--- src/rtl/maze_pkg.sv ---
// Shared definitions for the maze game: FSM state encoding, move direction
// indices and default map dimensions (also used by the renderer and the ROM).
package maze_pkg;

  localparam int MAP_W_DEF = 30;
  localparam int MAP_H_DEF = 21;

  // Bit positions inside the 4-bit move pulse vector.
  localparam int DIR_UP    = 0;
  localparam int DIR_DOWN  = 1;
  localparam int DIR_LEFT  = 2;
  localparam int DIR_RIGHT = 3;

  // Game FSM encoding; this value is also exported on game_state for debug.
  typedef enum logic [2:0] {
    ST_IDLE     = 3'd0,
    ST_SHOW_MAP = 3'd1,
    ST_PLAY     = 3'd2,
    ST_WAIT     = 3'd3,
    ST_CHECK    = 3'd4,
    ST_WON      = 3'd5,
    ST_LOST     = 3'd6
  } game_state_e;

endpackage

--- src/rtl/maze_move_decode.sv ---
// Combinational move decoder: picks one direction out of the move pulses by
// fixed priority (up > down > left > right), computes the target tile and
// flags whether that tile lies on the map. in_bounds is only asserted when a
// direction was actually selected, so it doubles as "move worth checking".
module maze_move_decode
  import maze_pkg::*;
#(
  parameter int MAP_W = MAP_W_DEF,
  parameter int MAP_H = MAP_H_DEF,
  parameter int XW    = $clog2(MAP_W),
  parameter int YW    = $clog2(MAP_H)
) (
  input  logic [3:0]    move,
  input  logic [XW-1:0] cur_x,
  input  logic [YW-1:0] cur_y,
  output logic [XW-1:0] target_x,
  output logic [YW-1:0] target_y,
  output logic          in_bounds
);

  // Priority select, one-tile step and edge-of-map check.
  always_comb begin
    target_x  = cur_x;
    target_y  = cur_y;
    in_bounds = 1'b0;
    if (move[DIR_UP]) begin
      target_y  = cur_y - 1'b1;
      in_bounds = (cur_y != '0);
    end else if (move[DIR_DOWN]) begin
      target_y  = cur_y + 1'b1;
      in_bounds = (cur_y != YW'(MAP_H - 1));
    end else if (move[DIR_LEFT]) begin
      target_x  = cur_x - 1'b1;
      in_bounds = (cur_x != '0);
    end else if (move[DIR_RIGHT]) begin
      target_x  = cur_x + 1'b1;
      in_bounds = (cur_x != XW'(MAP_W - 1));
    end
  end

endmodule

--- src/rtl/maze_player_engine.sv ---
// Game-play core: game FSM, player position, timed map reveal, collision
// lookup against a synchronous map ROM, strike and move counters.
// Input protocol: start and move are single-cycle pulses with no ready/back-
// pressure; a pulse that arrives while the engine cannot act on it is dropped.
module maze_player_engine
  import maze_pkg::*;
#(
  parameter int  MAP_W       = MAP_W_DEF,
  parameter int  MAP_H       = MAP_H_DEF,
  parameter int  START_X     = 0,
  parameter int  START_Y     = 11,
  parameter int  GOAL_X      = 29,
  parameter int  GOAL_Y      = 9,
  parameter int  SHOW_CYCLES = 1000000,
  parameter int  MAX_STRIKES = 3,
  localparam int XW          = $clog2(MAP_W),
  localparam int YW          = $clog2(MAP_H)
) (
  input  logic             clk,
  input  logic             reset,
  input  logic             start,
  input  logic [3:0]       move,
  output logic [YW-1:0]    rom_addr,
  input  logic [MAP_W-1:0] rom_data,
  output logic [XW-1:0]    player_x,
  output logic [YW-1:0]    player_y,
  output logic             map_visible,
  output logic             won,
  output logic             lost,
  output logic [3:0]       strikes,
  output logic [15:0]      move_count,
  output logic [2:0]       game_state
);

  localparam int TW = $clog2(SHOW_CYCLES + 1);

  game_state_e   state_q, state_d;
  logic [TW-1:0] timer_q;
  logic [XW-1:0] tgt_x_q;
  logic [YW-1:0] tgt_y_q;
  logic [XW-1:0] dec_x;
  logic [YW-1:0] dec_y;
  logic          dec_ok;
  logic          timer_last;
  logic          wall;
  logic          at_goal;
  logic          strikes_last;
  logic          do_init;
  logic          do_launch;
  logic          do_check;
  logic [MAP_W-1:0] row_shifted;

  maze_move_decode #(
    .MAP_W (MAP_W),
    .MAP_H (MAP_H),
    .XW    (XW),
    .YW    (YW)
  ) u_decode (
    .move      (move),
    .cur_x     (player_x),
    .cur_y     (player_y),
    .target_x  (dec_x),
    .target_y  (dec_y),
    .in_bounds (dec_ok)
  );

  // Column 0 is the row MSB, so shifting left by the column brings the
  // addressed tile into the MSB.
  assign row_shifted  = rom_data << tgt_x_q;
  assign wall         = row_shifted[MAP_W-1];
  assign at_goal      = (tgt_x_q == XW'(GOAL_X)) && (tgt_y_q == YW'(GOAL_Y));
  assign strikes_last = ((strikes + 4'd1) == 4'(MAX_STRIKES));
  assign timer_last   = (timer_q == TW'(SHOW_CYCLES - 1));
  assign game_state   = state_q;

  // State register.
  always_ff @(posedge clk or negedge reset) begin
    if (!reset) state_q <= ST_IDLE;
    else        state_q <= state_d;
  end

  // Next-state logic and datapath strobes; start overrides everything.
  always_comb begin
    state_d   = state_q;
    do_init   = 1'b0;
    do_launch = 1'b0;
    do_check  = 1'b0;
    if (start) begin
      state_d = ST_SHOW_MAP;
      do_init = 1'b1;
    end else begin
      case (state_q)
        ST_IDLE:     state_d = ST_IDLE;
        ST_SHOW_MAP: if (timer_last) state_d = ST_PLAY;
        ST_PLAY: begin
          if (dec_ok) begin
            state_d   = ST_WAIT;
            do_launch = 1'b1;
          end
        end
        ST_WAIT:     state_d = ST_CHECK;
        ST_CHECK: begin
          do_check = 1'b1;
          if (wall) state_d = strikes_last ? ST_LOST : ST_PLAY;
          else      state_d = at_goal ? ST_WON : ST_PLAY;
        end
        ST_WON:      state_d = ST_WON;
        ST_LOST:     state_d = ST_LOST;
        default:     state_d = ST_IDLE;
      endcase
    end
  end

  // Reveal timer: counts only while the map is being shown.
  always_ff @(posedge clk or negedge reset) begin
    if (!reset)                     timer_q <= '0;
    else if (do_init)               timer_q <= '0;
    else if (state_q == ST_SHOW_MAP) timer_q <= timer_last ? '0 : timer_q + 1'b1;
  end

  // Target latch and ROM row address for an accepted move.
  always_ff @(posedge clk or negedge reset) begin
    if (!reset) begin
      tgt_x_q  <= '0;
      tgt_y_q  <= '0;
      rom_addr <= '0;
    end else if (do_launch) begin
      tgt_x_q  <= dec_x;
      tgt_y_q  <= dec_y;
      rom_addr <= dec_y;
    end
  end

  // Player position, strikes and move counter.
  always_ff @(posedge clk or negedge reset) begin
    if (!reset) begin
      player_x   <= XW'(START_X);
      player_y   <= YW'(START_Y);
      strikes    <= '0;
      move_count <= '0;
    end else if (do_init) begin
      player_x   <= XW'(START_X);
      player_y   <= YW'(START_Y);
      strikes    <= '0;
      move_count <= '0;
    end else if (do_check) begin
      if (wall) begin
        strikes <= strikes + 4'd1;
      end else begin
        player_x <= tgt_x_q;
        player_y <= tgt_y_q;
        if (move_count != 16'hFFFF) move_count <= move_count + 16'd1;
      end
    end
  end

  // Registered status flags, derived from the state being entered.
  always_ff @(posedge clk or negedge reset) begin
    if (!reset) begin
      map_visible <= 1'b0;
      won         <= 1'b0;
      lost        <= 1'b0;
    end else begin
      map_visible <= (state_d == ST_SHOW_MAP) || (state_d == ST_WON) ||
                     (state_d == ST_LOST);
      won         <= (state_d == ST_WON);
      lost        <= (state_d == ST_LOST);
    end
  end

endmodule

--- config.mk ---
export PLATFORM = sky130hd
export DESIGN_NAME = maze_player_engine
export DESIGN_NICKNAME = d
export VERILOG_FILES = /design/src/rtl/maze_pkg.sv /design/src/rtl/maze_move_decode.sv /design/src/rtl/maze_player_engine.sv
export SDC_FILE = /design/constraint.sdc
export NUM_CORES = 1
export LEC_CHECK = 0
export ABC_AREA = 1
export ABC_CLOCK_PERIOD_IN_PS = 2550
export BUFFER_PORTS_ARGS = -buffer_cell sky130_fd_sc_hd__clkbuf_2
export CORE_MARGIN = 2
export CORE_UTILIZATION = 31
export CTS_BUF_LIST = sky130_fd_sc_hd__clkbuf_2 sky130_fd_sc_hd__clkbuf_4 sky130_fd_sc_hd__clkbuf_8
export CTS_CLUSTER_DIAMETER = 40
export CTS_CLUSTER_SIZE = 20
export DETAILED_ROUTE_END_ITERATION = 7
export HOLD_SLACK_MARGIN = 0.02
export PLACE_DENSITY = 0.47
export SYNTH_ARGS = -nofsm -noshare
export SYNTH_HDL_FRONTEND = slang
export SYNTH_SLANG_ARGS = --single-unit
--- constraint.sdc ---
create_clock -name clk -period 2.55 [get_ports clk]
set_clock_uncertainty 0.15 [all_clocks]
set_input_delay 0.6375 -clock clk [delete_from_list [all_inputs] [get_ports clk]]
set_output_delay 0.6375 -clock clk [all_outputs]
set_load 0.1 [all_outputs]
# Word level (Yosys, flattened, before mapping)

Index checks and enable logic that the tools add are counted.

Word-level logic and storage cells: 87
Input port bits: 37
Register bits after elaboration: 66
Output and inout bits: 41

Shifts and indexed selects: 1
Equal/unequal tests: 17
Reduce and logical (&&, ||, !) cells: 12
Add/subtract/negate cells: 7
Muxes and demuxes: 39

Operator list:

| operator                                         | count |
|---|---|
| two-way mux 16 bit                               | 4 |
| two-way mux 20 bit                               | 3 |
| two-way mux 5 bit                                | 12 |
| left shift 30 x 5 -> 30 bit                      | 1 |
| adder 20 x 1 -> 20 bit, second input constant    | 1 |
| == test 20 bit, second input constant            | 1 |
| two-way mux 3 bit                                | 6 |
| case mux 3 bit (6 select lines)                  | 1 |
| adder 16 x 1 -> 16 bit, second input constant    | 1 |
| != test 16 bit, second input constant            | 1 |
| == test 3 bit, second input constant             | 5 |
| two-way mux 4 bit                                | 3 |
| adder 5 x 1 -> 5 bit, second input constant      | 2 |
| two-way mux 1 bit                                | 10 |
| != test 5 bit, second input constant             | 2 |
| nonzero test 5 bit                               | 2 |
| subtractor 5 x 1 -> 5 bit, second input constant | 2 |
| nonzero test 2 bit                               | 4 |
| == test 3 x 1 -> 1 bit, second input constant    | 2 |
| == test 3 x 2 -> 1 bit, second input constant    | 2 |
| == test 5 x 4 -> 1 bit, second input constant    | 1 |
| == test 5 bit, second input constant             | 1 |
| adder 4 x 1 -> 4 bit, second input constant      | 1 |
| == test 4 x 2 -> 1 bit, second input constant    | 1 |
| other kinds (5)                                  | 7 |

# Longest topological paths before layout

Gate-level depths: netlist (run 1).

Depth in word-level cells: 11
Mapped depth: 16
Gate-level depth less buffers: 15

# Modules after synthesis

Synthesis (run 1) repeated with hierarchy kept, for this count alone.

Cell total of the unflattened synthesis: 589
Area total of the unflattened synthesis: 4296.6 sq um

By module, submodules not included:

| module             | area an instance (sq um) | seq. area each (sq um) | times used | cells each |
|---|---|---|---|---|
| maze_player_engine | 3809.9                   | 1655.3                 | 1          | 500 |
| maze_move_decode   | 486.7                    | 0.0                    | 1          | 89 |

# Worst setup path before layout (run 1)

OpenSTA, ideal clock, no wires.

Path type: register to register
Start: reg move_count[0]
End: reg move_count[7]
Cell stages (with the launch flop): 12
Slack: -0.141 ns
Clock period less this slack: 2.691 ns
Library setup time: 0.068 ns
Buffers on the path: 2
Data arrival time: 2.473 ns
Required time: 2.332 ns
Cell sequence: dfrtp_1 -> ha_1 -> nand2_1 -> nor3_1 -> nand2_1 -> nor4_1 -> nand2_1 -> nand2_2 -> buf_6 -> buf_6 -> nand2_1 -> nand2_1

Cells in the longest elaborated chain, start to end: 5
Elaborated cells between the ends (all ways): 8
Those cells by class: add/sub (1); eq/ne (1); mux (4); reduce/logical (2)

Ends and longest elaborated chain:

| item                   | line                      | text |
|---|---|---|
| start, declared        | maze_player_engine.sv:31  | `output logic [15:0] move_count,` |
| start signal, assigned | maze_player_engine.sv:152 | `if (move_count != 16'hFFFF) move_count <= move_count + 16'd1;` |
| adder 16 x 1 -> 16 bit | maze_player_engine.sv:152 |  |
| two-way mux 16 bit     | maze_player_engine.sv:152 |  |
| two-way mux 16 bit     | maze_player_engine.sv:147 | `if (wall) begin` |
| two-way mux 16 bit     | maze_player_engine.sv:146 | `end else if (do_check) begin` |
| two-way mux 16 bit     | maze_player_engine.sv:141 | `end else if (do_init) begin` |

Parallel ways exist; a longest one is shown, timed or not. The select of a mux whose other input is x is not followed.
A chain may end at the register's enable or synchronous reset.

# Worst setup path after layout (run 1)

Start: reg player_y[3]
End: out player_y[3]

RTL lines:

| item                   | line                      | text |
|---|---|---|
| start, declared        | maze_player_engine.sv:26  | `output logic [YW-1:0] player_y,` |
| start signal, assigned | maze_player_engine.sv:138 | `player_y <= YW'(START_Y);` |
| start signal, assigned | maze_player_engine.sv:143 | `player_y <= YW'(START_Y);` |
| start signal, assigned | maze_player_engine.sv:151 | `player_y <= tgt_y_q;` |

No word-level cell between the ends.

==> results.md, run 1 <==
- Status: completed
- Crit-path slowest cell: dfstp_2
- Yosys top cell by area: dfrtp_1
- WL per Instance: 13.25 um
- Die Wd: 120.3 um
- Worst-path clk slew: 0.08 ns
- ANT cells: 0
- Comb pwr share: 16.1%
- Crit path launch: player_y[3]
- CP Cell Sequence: clkbuf_2
- Worst r2r path cells: 10
- Layout Cells excl Fill: 838
- Hold slack: 0.1523 ns
- Synth top area share: 37.60%
- Grt ovf: 0
- Clock Latency Late Sink: 0.36 ns
- Post-Route WL: 11110 um
- Crit Reg-Reg Endpoint: timer_q[18]
- Sw frac: 30.44%
- Worst path max stage delay: 0.58 ns
- Initial Utilization: 31.66%
- Sink Count: 66
- Area grow syn2layout: 20.08%
- Num ports: 78
- Pwr/cell area: 493.2 mW/mm^2
- Area of the multi-input gates: 0.002148 mm^2
- Sequential power share: 44.7%
- Placed insts: 822
- Reg-to-Reg Start: timer_q[0]
- Met1 usage: 23.79%
- Max H-tree Level: 3
- YS warnings: 0
- Met2 Track Usage GR: 25.43%
- CP Capture Type: output pin
- Actual slew at the worst max-slew pin: 0.5586 ns
- Peak Freq: 456.5 MHz
- Layout cell share with drive strength beyond 1: 19.49%
- GR peak layer: met2
- Crit path max fanout: 5
- Total track usage: 16.69%
- Max-cap viol count: 0
- Switching power of the nets: 0.7559 mW
- Leakage: 2.454 nW
- CTS tree: yes
- Pin count of the biggest net entering global routing: 67
- Ranking of synthesized cells by area: dfrtp_1, nand2_1, inv_1
- First-pass GRT wire length: 19300 um
- Post-synthesis instance area: 0.004193 mm^2
- Ys async rst share: 100.0%
- Sequential share of the synthesized area: 39.48%
- Critical Path RT: 1.76 ns
- WP depth: 1
- # hold bufs at CTS: 0
- Pre-CTS setup slack: 0.3576 ns
- Buf/Inv on CP: 1
- Maximum buffer depth of the clock tree: 2
- Crit Path Category: reg2out
- Post-route DRC: 0
- Fill cells: 1458
- RSZ-0062 raised after global routing: no
- Top delay family on crit path: flip-flops
- Final setup margin: 0.3592 ns
- Postcts setup bufs: 0
- Period utilisation layout: 85.91%
- Slew headroom: 62.92%
- Hold crit path type: in2async
- Synth cell types: 40
- Most used DFF post-synth: dfrtp_1
- Syn_area_per_cell: 7.330 um^2
- Fin. max-slew vios: 0
- Setup TNS: 0 ns
- Post-Syn Nets: 620
- Cells after synthesis: 572
- DIE AREA: 0.01447 mm^2
- Root buffer cell: clkbuf_8
- Internal power: 1.727 mW
- Routability cong.: 0.8952
- Min Clock Period, post-route: 2.191 ns
- Clock power share: 39.2%
- EDFF count, synth: 0
- Core Footprint: 0.01324 mm^2
- Via/cell ratio: 4.721
- CP arrival: 1.40 ns
- Final setup violation count: 0
- 1st-iter DRT viols: 242
- Cts bufs inserted: 9
- FP Rows: 42
- Die height: 120.3 um
- Flop2flop setup slack: 0.36 ns
- Detail Route Antenna Nets: 0
- Final #Nets: 705
- Number of global-route vias before repair: 3896
- Initial antenna violation count: 0
- Vias: 3956
- Synthesized flop and latch total: 66
- Post-DP HPWL: 8333 um
- VDD IR max: 0.2374 mV
- Commonest non-fill, non-tap cells in the layout: nand2_1, clkbuf_2, inv_1
- Total power: 2.483 mW
- Startpoint types: flop
- Met3 usage: 2.689%
- Number of gates resized after cts: 0
- Final hold vios: 0
- TritonRoute pass-1 iters: 5
- Most common cell after layout, fill and taps aside: nand2_1
- Sequential cell area: 0.001660 mm^2
- Port buffer count: 77
==> stage by stage <==
stage	instance area [um^2]	utilization, %
final	5035	38.02
after global routing	5035	38.02
after CTS	5035	38.02
after detailed placement	4820	36.39
after global placement	4820	36.39
after floorplan	4198	-
==> routing by layer <==
metal	vias up	wire (um)
li1	2035	-
met1	1835	5460
met2	76	5036
met3	10	439
met4	0	170
met5	-	0
==> kinds of logic after synthesis <==
kind of cell    share of synthesized area [%]
compound gates                          11.67
xor+xnor                                6.685
fa+ha+maj                               3.283
buf+inv                                 9.281
flops                                   39.48
simple gates                            29.60
==> cells in the mapped netlist, types with 4 or more instances <==
library cell  instances
dfrtp_1              63
nand2_1             147
nor2_1               48
a21oi_1               7
o21ai_0              44
ha_1                 11
xor2_1               29
o22ai_1              13
nand4_1              10
buf_6                 4
inv_1                73
nand3_1              50
nor4_1                9
clkbuf_1              8
nor3_1               12
==> final cells by class <==
class                           instances  share of cell area [%]
Clock buffer                           14                   3.579
Clock inverter                          2                  0.6958
Inverter                               76                   5.716
Multi-Input combinational cell        413                   42.67
Sequential cell                        66                   32.98
Tap cell                              176                   4.374
Timing Repair Buffer                   91                   9.990
==> power by group through the flow <==
| stage | clock [mW] | sequential, mW | combinational [mW] |
|---|---|---|---|
| finish | 0.974 | 1.11 | 0.399 |
| global route | 1.05 | 1.12 | 0.441 |
| CTS | 1.01 | 1.11 | 0.406 |
| detailed placement | 0 | 1.13 | 0.405 |
| global placement | 0 | 1.13 | 0.402 |
| floorplan | 0 | 1.28 | 0.129 |
==> sequential cells by signal, indices dropped and copies added (netlist names), 3 cells and up <==
name and cells:
tgt_x_q 5, strikes 4, tgt_y_q 5, timer_q 20
move_count 16, game_state 3, player_x 5, player_y 5
==> worst max path at each step <==
stage,end,slack [ns]
finish,player_y[3],0.36
global route,timer_q[14],0.15
CTS,player_y[3],0.33
detailed placement,move_count[5],0.36
global placement,move_count[5],0.38
floorplan,tgt_y_q[1],0.02
(Power assumes the default switching activity.)
==> inputs of run 2 (changes only) <==
--- a/config.mk
+++ b/config.mk
@@ -16,6 +16,7 @@
 export DETAILED_ROUTE_END_ITERATION = 7
 export HOLD_SLACK_MARGIN = 0.02
 export PLACE_DENSITY = 0.47
+export RECOVER_POWER = 100
 export SYNTH_ARGS = -nofsm -noshare
 export SYNTH_HDL_FRONTEND = slang
 export SYNTH_SLANG_ARGS = --single-unit
==> results.md, run 2 (synthesized netlist as in run 1, its figures left out) <==
- Detail Route Antenna Nets: 0 (unchanged)
- Commonest non-fill, non-tap cells in the layout: nand2_1, clkbuf_2, inv_1
- Area grow syn2layout: 19.34%
- Max-cap viol count: 0 (unchanged)
- First-pass GRT wire length: 19300 um (unchanged)
- Min Clock Period, post-route: 2.316 ns (+0.1254 ns)
- Core Footprint: 0.01324 mm^2 (unchanged)
- Max H-tree Level: 3 (unchanged)
- Crit Reg-Reg Endpoint: tgt_y_q[1]
- Actual slew at the worst max-slew pin: 1.159 ns (+0.6004 ns)
- Reg-to-Reg Start: player_y[0]
- Post-Route WL: 11150 um (+0.41%)
- Number of gates resized after cts: 0 (unchanged)
- Peak Freq: 431.7 MHz (-5.4%)
- Hold slack: 0.1939 ns (+0.04165 ns)
- ANT cells: 0 (unchanged)
- Crit-path slowest cell: clkbuf_1
- Final setup violation count: 0 (unchanged)
- CP Cell Sequence: clkbuf_1
- Via/cell ratio: 4.717 (about the same)
- Worst r2r path cells: 10 (unchanged)
- Hold crit path type: in2async
- FP Rows: 42 (unchanged)
- Final #Nets: 705 (unchanged)
- Flop2flop setup slack: 0.30 ns (-0.06 ns)
- Routability cong.: 0.8952 (unchanged)
- TritonRoute pass-1 iters: 4 (-1)
- Total track usage: 16.69% (unchanged)
- Crit path max fanout: 1 (-4)
- Pwr/cell area: 494.7 mW/mm^2 (+0.31%)
- Sink Count: 66 (unchanged)
- Startpoint types: flop
- Vias: 3953 (-0.076%)
- Switching power of the nets: 0.7527 mW (-0.43%)
- Clock power share: 39.3% (about the same)
- Buf/Inv on CP: 1 (unchanged)
- Critical Path RT: 1.76 ns (about the same)
- Final hold vios: 0 (unchanged)
- Sequential power share: 44.8% (about the same)
- Post-route DRC: 0 (unchanged)
- Max reg flops: 20 (unchanged)
- CP arrival: 1.53 ns (+0.13 ns)
- Top Registers: timer_q (20), move_count (16)
- Status: completed
- Initial antenna violation count: 0 (unchanged)
- Die Wd: 120.3 um (unchanged)
- Slew headroom: 23.06% (-40 points)
- Worst-path clk slew: 0.08 ns (about the same)
- Grt ovf: 0 (unchanged)
- Sw frac: 30.41% (-0.036 points)
- Fill cells: 1469 (+0.75%)
- Leakage: 2.434 nW (-0.82%)
- Setup TNS: 0 ns (unchanged)
- Worst path max stage delay: 0.85 ns (+0.27 ns)
- DIE AREA: 0.01447 mm^2 (unchanged)
- Root buffer cell: clkbuf_8
- 1st-iter DRT viols: 216 (-11%)
- Post-DP HPWL: 8333 um (unchanged)
- Num ports: 78 (unchanged)
- Largest reg by FF count: timer_q
- Most common cell after layout, fill and taps aside: nand2_1
- VDD IR max: 0.2360 mV (-0.60%)
- Pin count of the biggest net entering global routing: 67 (unchanged)
- Crit Path Category: reg2out
- RSZ-0062 raised after global routing: no
- Maximum buffer depth of the clock tree: 2 (unchanged)
- Layout cell share with drive strength beyond 1: 17.52% (-2.0 points)
- Top delay family on crit path: buffers and inverters
- Number of global-route vias before repair: 3896 (unchanged)
- Period utilisation layout: 90.83% (+4.9 points)
- Fin. max-slew vios: 0 (unchanged)
- Clock Latency Late Sink: 0.36 ns (about the same)
- WL per Instance: 13.31 um (+0.41%)
- Initial Utilization: 31.66% (unchanged)
- # hold bufs at CTS: 0 (unchanged)
- Die height: 120.3 um (unchanged)
- Cts bufs inserted: 9 (unchanged)
- CP Capture Type: output pin
- Postcts setup bufs: 0 (unchanged)
- Internal power: 1.723 mW (-0.26%)
- Comb pwr share: 15.9% (-0.2 points)
- Port buffer count: 77 (unchanged)
- CTS tree: yes
run 2: changes by cell type in the layout (fill, tap and decap cells not counted), moves of 2 or more:
| cell | before | now |
|---|---|---|
| buf_4 | 13 | 11 |
| clkbuf_1 | 0 | 4 |
| dfstp_1 | 0 | 3 |
| dfstp_2 | 3 | 0 |
| o21ai_0 | 44 | 48 |
| o21ai_2 | 3 | 0 |
run 2: per-layer routing:
metal,routed length (um),global-route usage (%)
met1,5574,23.79
met2,5056,25.43
met3,349,2.689
met4,170,6.250
met5,0,0
run 2: area by class of cell:
cell class,instances,area [um^2],share of cell area (%)
Sequential cell,66,1660,33.18
Clock buffer,14,180.2,3.601
Inverter,76,287.8,5.751
Timing Repair Buffer,91,493.0,9.852
Tap cell,176,220.2,4.401
Clock inverter,2,35.03,0.7002
Multi-Input combinational cell,413,2127,42.51
run 2: worst max path at each step:
stage	end	slack, ns	from	cells past startpoint
final	lost	0.23	lost	1
after global routing	tgt_y_q[1]	0.09	player_y[0]	10
after CTS	player_y[3]	0.33	player_y[3]	1
after detailed placement	move_count[5]	0.36	rom_data[16]	14
after global placement	move_count[5]	0.38	rom_data[4]	14
after floorplan	tgt_y_q[1]	0.02	player_y[0]	10
run 2: through the flow:
step / setup WS (ns) / instance area, um^2 / utilization [%] / instances / total power [mW]
after CTS: 0.3333 / 5035 / 38.02 / 838 / 2.527
after global routing: 0.08540 / 5004 / 37.78 / 838 / 2.605
after detailed placement: 0.3576 / 4820 / 36.39 / 822 / 1.536
final: 0.2338 / 5004 / 37.78 / 838 / 2.475
after floorplan: 0.02281 / 4198 / - / 572 / 1.410
after global placement: 0.3834 / 4820 / 36.39 / 822 / 1.533
run 2: power by group through the flow:
stage          registers [mW]  logic [mW]  clock network [mW]
3_3_place_gp             1.13       0.402                   0
4_1_cts                  1.11       0.406                1.01
5_1_grt                  1.12       0.435                1.05
6_report                 1.11       0.394               0.972
2_1_floorplan            1.28       0.129                   0
3_5_place_dp             1.13       0.405                   0
run 2: worst register-to-register path, delay by kind of cell (launching register included):
| kind | cells | cell delay, ns |
|---|---|---|
| adder cells (fa/ha/maj) | 1 | 0.24 |
| AND/OR/NAND/NOR | 3 | 0.32 |
| AO/OA/AOI/OAI | 4 | 0.47 |
| buffers and inverters | 2 | 0.35 |
| flip-flops | 1 | 0.60 |
==> inputs of run 3 (changes only) <==
--- a/config.mk
+++ b/config.mk
@@ -15,8 +15,9 @@
 export CTS_CLUSTER_SIZE = 20
 export DETAILED_ROUTE_END_ITERATION = 7
 export HOLD_SLACK_MARGIN = 0.02
-export PLACE_DENSITY = 0.47
+export PLACE_DENSITY = 0.46
 export RECOVER_POWER = 100
 export SYNTH_ARGS = -nofsm -noshare
 export SYNTH_HDL_FRONTEND = slang
+export SYNTH_HIERARCHICAL = 1
 export SYNTH_SLANG_ARGS = --single-unit
==> results.md, run 3 <==
- Status: finished with violations
- Violated checks: max-capacitance violations, max-slew violations
- CP Capture Type: output pin
- Period utilisation layout: 93.62% (+2.8 points)
- CP arrival: 1.60 ns (+0.07 ns)
- Die height: 121.7 um (+1.2%)
- Worst-path clk slew: 0.07 ns (about the same)
- Post-synthesis instance area: 0.004297 mm^2 (+2.5%)
- Cells after synthesis: 589 (+3.0%)
- Max H-tree Level: 3 (unchanged)
- FP Rows: 43 (+2.4%)
- EDFF count, synth: 0 (unchanged)
- Hold slack: 0.3795 ns (+0.1856 ns)
- Setup TNS: 0 ns (unchanged)
- Cts bufs inserted: 9 (unchanged)
- Number of gates resized after cts: 0 (unchanged)
- Syn_area_per_cell: 7.295 um^2 (-0.48%)
- 1st-iter DRT viols: 173 (-20%)
- Pwr/cell area: 419.1 mW/mm^2 (-15%)
- Leakage: 2.507 nW (+3.0%)
- Die Wd: 121.7 um (+1.2%)
- Max-cap viol count: 1 (+1)
- Synthesized flop and latch total: 66 (unchanged)
- Pre-CTS setup slack: 0.1606 ns (-0.1970 ns)
- Final instance area: 0.005017 mm^2 (+0.28%)
- Pin count of the biggest net entering global routing: 67 (unchanged)
- Number of global-route vias before repair: 3909 (+0.33%)
- RSZ-0062 raised after global routing: no
- Final setup margin: 0.1627 ns (-0.07109 ns)
- Most common cell after layout, fill and taps aside: nand2_1
- Vias: 3975 (+0.56%)
- Postcts setup bufs: 0 (unchanged)
- Crit-path slowest cell: dfstp_2
- Core Footprint: 0.01372 mm^2 (+3.6%)
- Synth top area share: 36.69% (-0.91 points)
- Placement Cell Area: 0.004917 mm^2 (+2.0%)
- Post-DP HPWL: 8383 um (+0.60%)
- Critical Path RT: 1.76 ns (about the same)
- Clock Latency Late Sink: 0.35 ns (about the same)
- First-pass GRT wire length: 18730 um (-3.0%)
- Area grow syn2layout: 16.77%
- Initial Utilization: 31.32% (-0.34 points)
- Ys async rst share: 100.0% (unchanged)
- ANT cells: 0 (unchanged)
- Detail Route Antenna Nets: 0 (unchanged)
- Fill cells: 1516 (+3.2%)
- Yosys top cell by area: dfrtp_1
- Hold crit path type: reg2reg
- Total track usage: 15.70% (-0.99 points)
- Peak Freq: 418.9 MHz (-3.0%)
- VDD IR max: 0.2109 mV (-11%)
- Maximum buffer depth of the clock tree: 2 (unchanged)
- Grt ovf: 0 (unchanged)
- Worst path max stage delay: 0.52 ns (-0.33 ns)
- Post-route DRC: 0 (unchanged)
- Sequential share of the synthesized area: 38.53% (-0.95 points)
- Layout cell share with drive strength beyond 1: 19.56% (+2.0 points)
- Commonest non-fill, non-tap cells in the layout: nand2_1, clkbuf_2, inv_1
- Min Clock Period, post-route: 2.387 ns (+0.07109 ns)
- Most frequent cells after synthesis: nand2_1, inv_1, dfrtp_1
- Actual slew at the worst max-slew pin: 1.694 ns (+0.5350 ns)
- Port buffer count: 77 (unchanged)
- CTS tree: yes
- Num ports: 78 (unchanged)
- Crit Path Category: reg2out
- TritonRoute pass-1 iters: 4 (unchanged)
- Largest reg by FF count: timer_q
- CP Cell Sequence: clkbuf_1, clkbuf_2
- Most common cell in the netlist: nand2_1
- WL per Instance: 12.96 um (-2.6%)
- Fin. max-slew vios: 67 (+67)
- Sink Count: 66 (unchanged)
- Startpoint types: flop
- Final setup violation count: 0 (unchanged)
- Slew headroom: -12.94% (-36 points)
- Final hold vios: 0 (unchanged)
- Initial antenna violation count: 0 (unchanged)
- Via/cell ratio: 4.622 (-2.0%)
- Root buffer cell: clkbuf_8
- Top Registers: timer_q (20), move_count (16)
- Max reg flops: 20 (unchanged)
- Post-Syn Nets: 635 (+2.4%)
- Routability cong.: 0.8145 (-9.0%)
- # hold bufs at CTS: 0 (unchanged)
- Ranking of synthesized cells by area: dfrtp_1, nand2_1, inv_1
- Most used DFF post-synth: dfrtp_1
- Crit path max fanout: 6 (+5)
- YS warnings: 6 (+6)
- DIE AREA: 0.01482 mm^2 (+2.4%)
- Synth cell types: 41 (+2.5%)
- Post-Route WL: 11150 um (about the same)
- Final #Nets: 722 (+2.4%)
## run 3: cell types whose count changed after synthesis, sizes merged, moves of 2 or more
cell / previous run / this run
nor2: 49 / 66
o21ai: 51 / 33
o22ai: 13 / 11
nand2: 150 / 164
nor4: 9 / 3
ha: 11 / 9
inv: 76 / 79
clkbuf: 8 / 6
a21oi: 7 / 23
o211ai: 3 / 0
nand3: 51 / 54
## run 3: layer usage
metal / GRT usage [%] / wire length (um) / vias to the layer above
li1: - / - / 2058
met4: 4.598 / 136 / 0
met1: 21.05 / 5460 / 1833
met3: 2.809 / 404 / 12
met5: 0 / 0 / -
met2: 25.98 / 5148 / 72
## run 3: report_power, final
group          internal [mW]  switching (mW)  leakage (nW)
clock                  0.393           0.401        0.0891
sequential              1.06          0.0144         0.844
combinational         0.0687           0.167          1.57
## run 3: worst paths after layout
kind / from / to / slack [ns] / cells after the start
max: player_y[0] / player_y[0] / 0.16 / 2
min: timer_q[0] / timer_q[0] / 0.38 / 1
max reg2reg: player_y[1] / tgt_y_q[3] / 0.25 / 11
min reg2reg: timer_q[0] / timer_q[0] / 0.38 / 1
max in group asynchronous: reset / move_count[0] / 0.49 / 2
min in group asynchronous: reset / player_y[4] / 0.63 / 2
## run 3: metrics by stage
step | utilization [%] | instances | power (mW)
2_1_floorplan | - | 589 | 1.253
3_5_place_dp | 35.84 | 845 | 1.342
5_1_grt | 36.57 | 860 | 2.207
3_3_place_gp | 35.84 | 845 | 1.341
6_report | 36.57 | 860 | 2.103
4_1_cts | 37.08 | 860 | 2.144
## run 3: final cells by class
| cell class | instances | area, um^2 | area share (%) |
|---|---|---|---|
| clock buffers | 12 | 152.6 | 3.042 |
| clock inverters | 3 | 17.52 | 0.3491 |
| inverters | 80 | 305.3 | 6.085 |
| multi-input cells | 427 | 2182 | 43.49 |
| flip-flops and latches | 66 | 1658 | 33.04 |
| well taps | 180 | 225.2 | 4.489 |
| repair buffers | 92 | 476.7 | 9.501 |
## run 3: critical path, delay by kind of cell, from the launching register on
family                 cells  cell delay, ns
buffers and inverters      2            0.74
flip-flops                 1            0.52
## run 3: kinds of logic (layout without fill, tap and decap cells)
family / Yosys count / after routing / synth area share (%)
simple gates: 314 / 314 / 32.38
buf+inv: 96 / 187 / 9.813
compound gates: 73 / 73 / 10.34
flops: 66 / 66 / 38.53
xor+xnor: 31 / 31 / 6.319
fa+ha+maj: 9 / 9 / 2.621
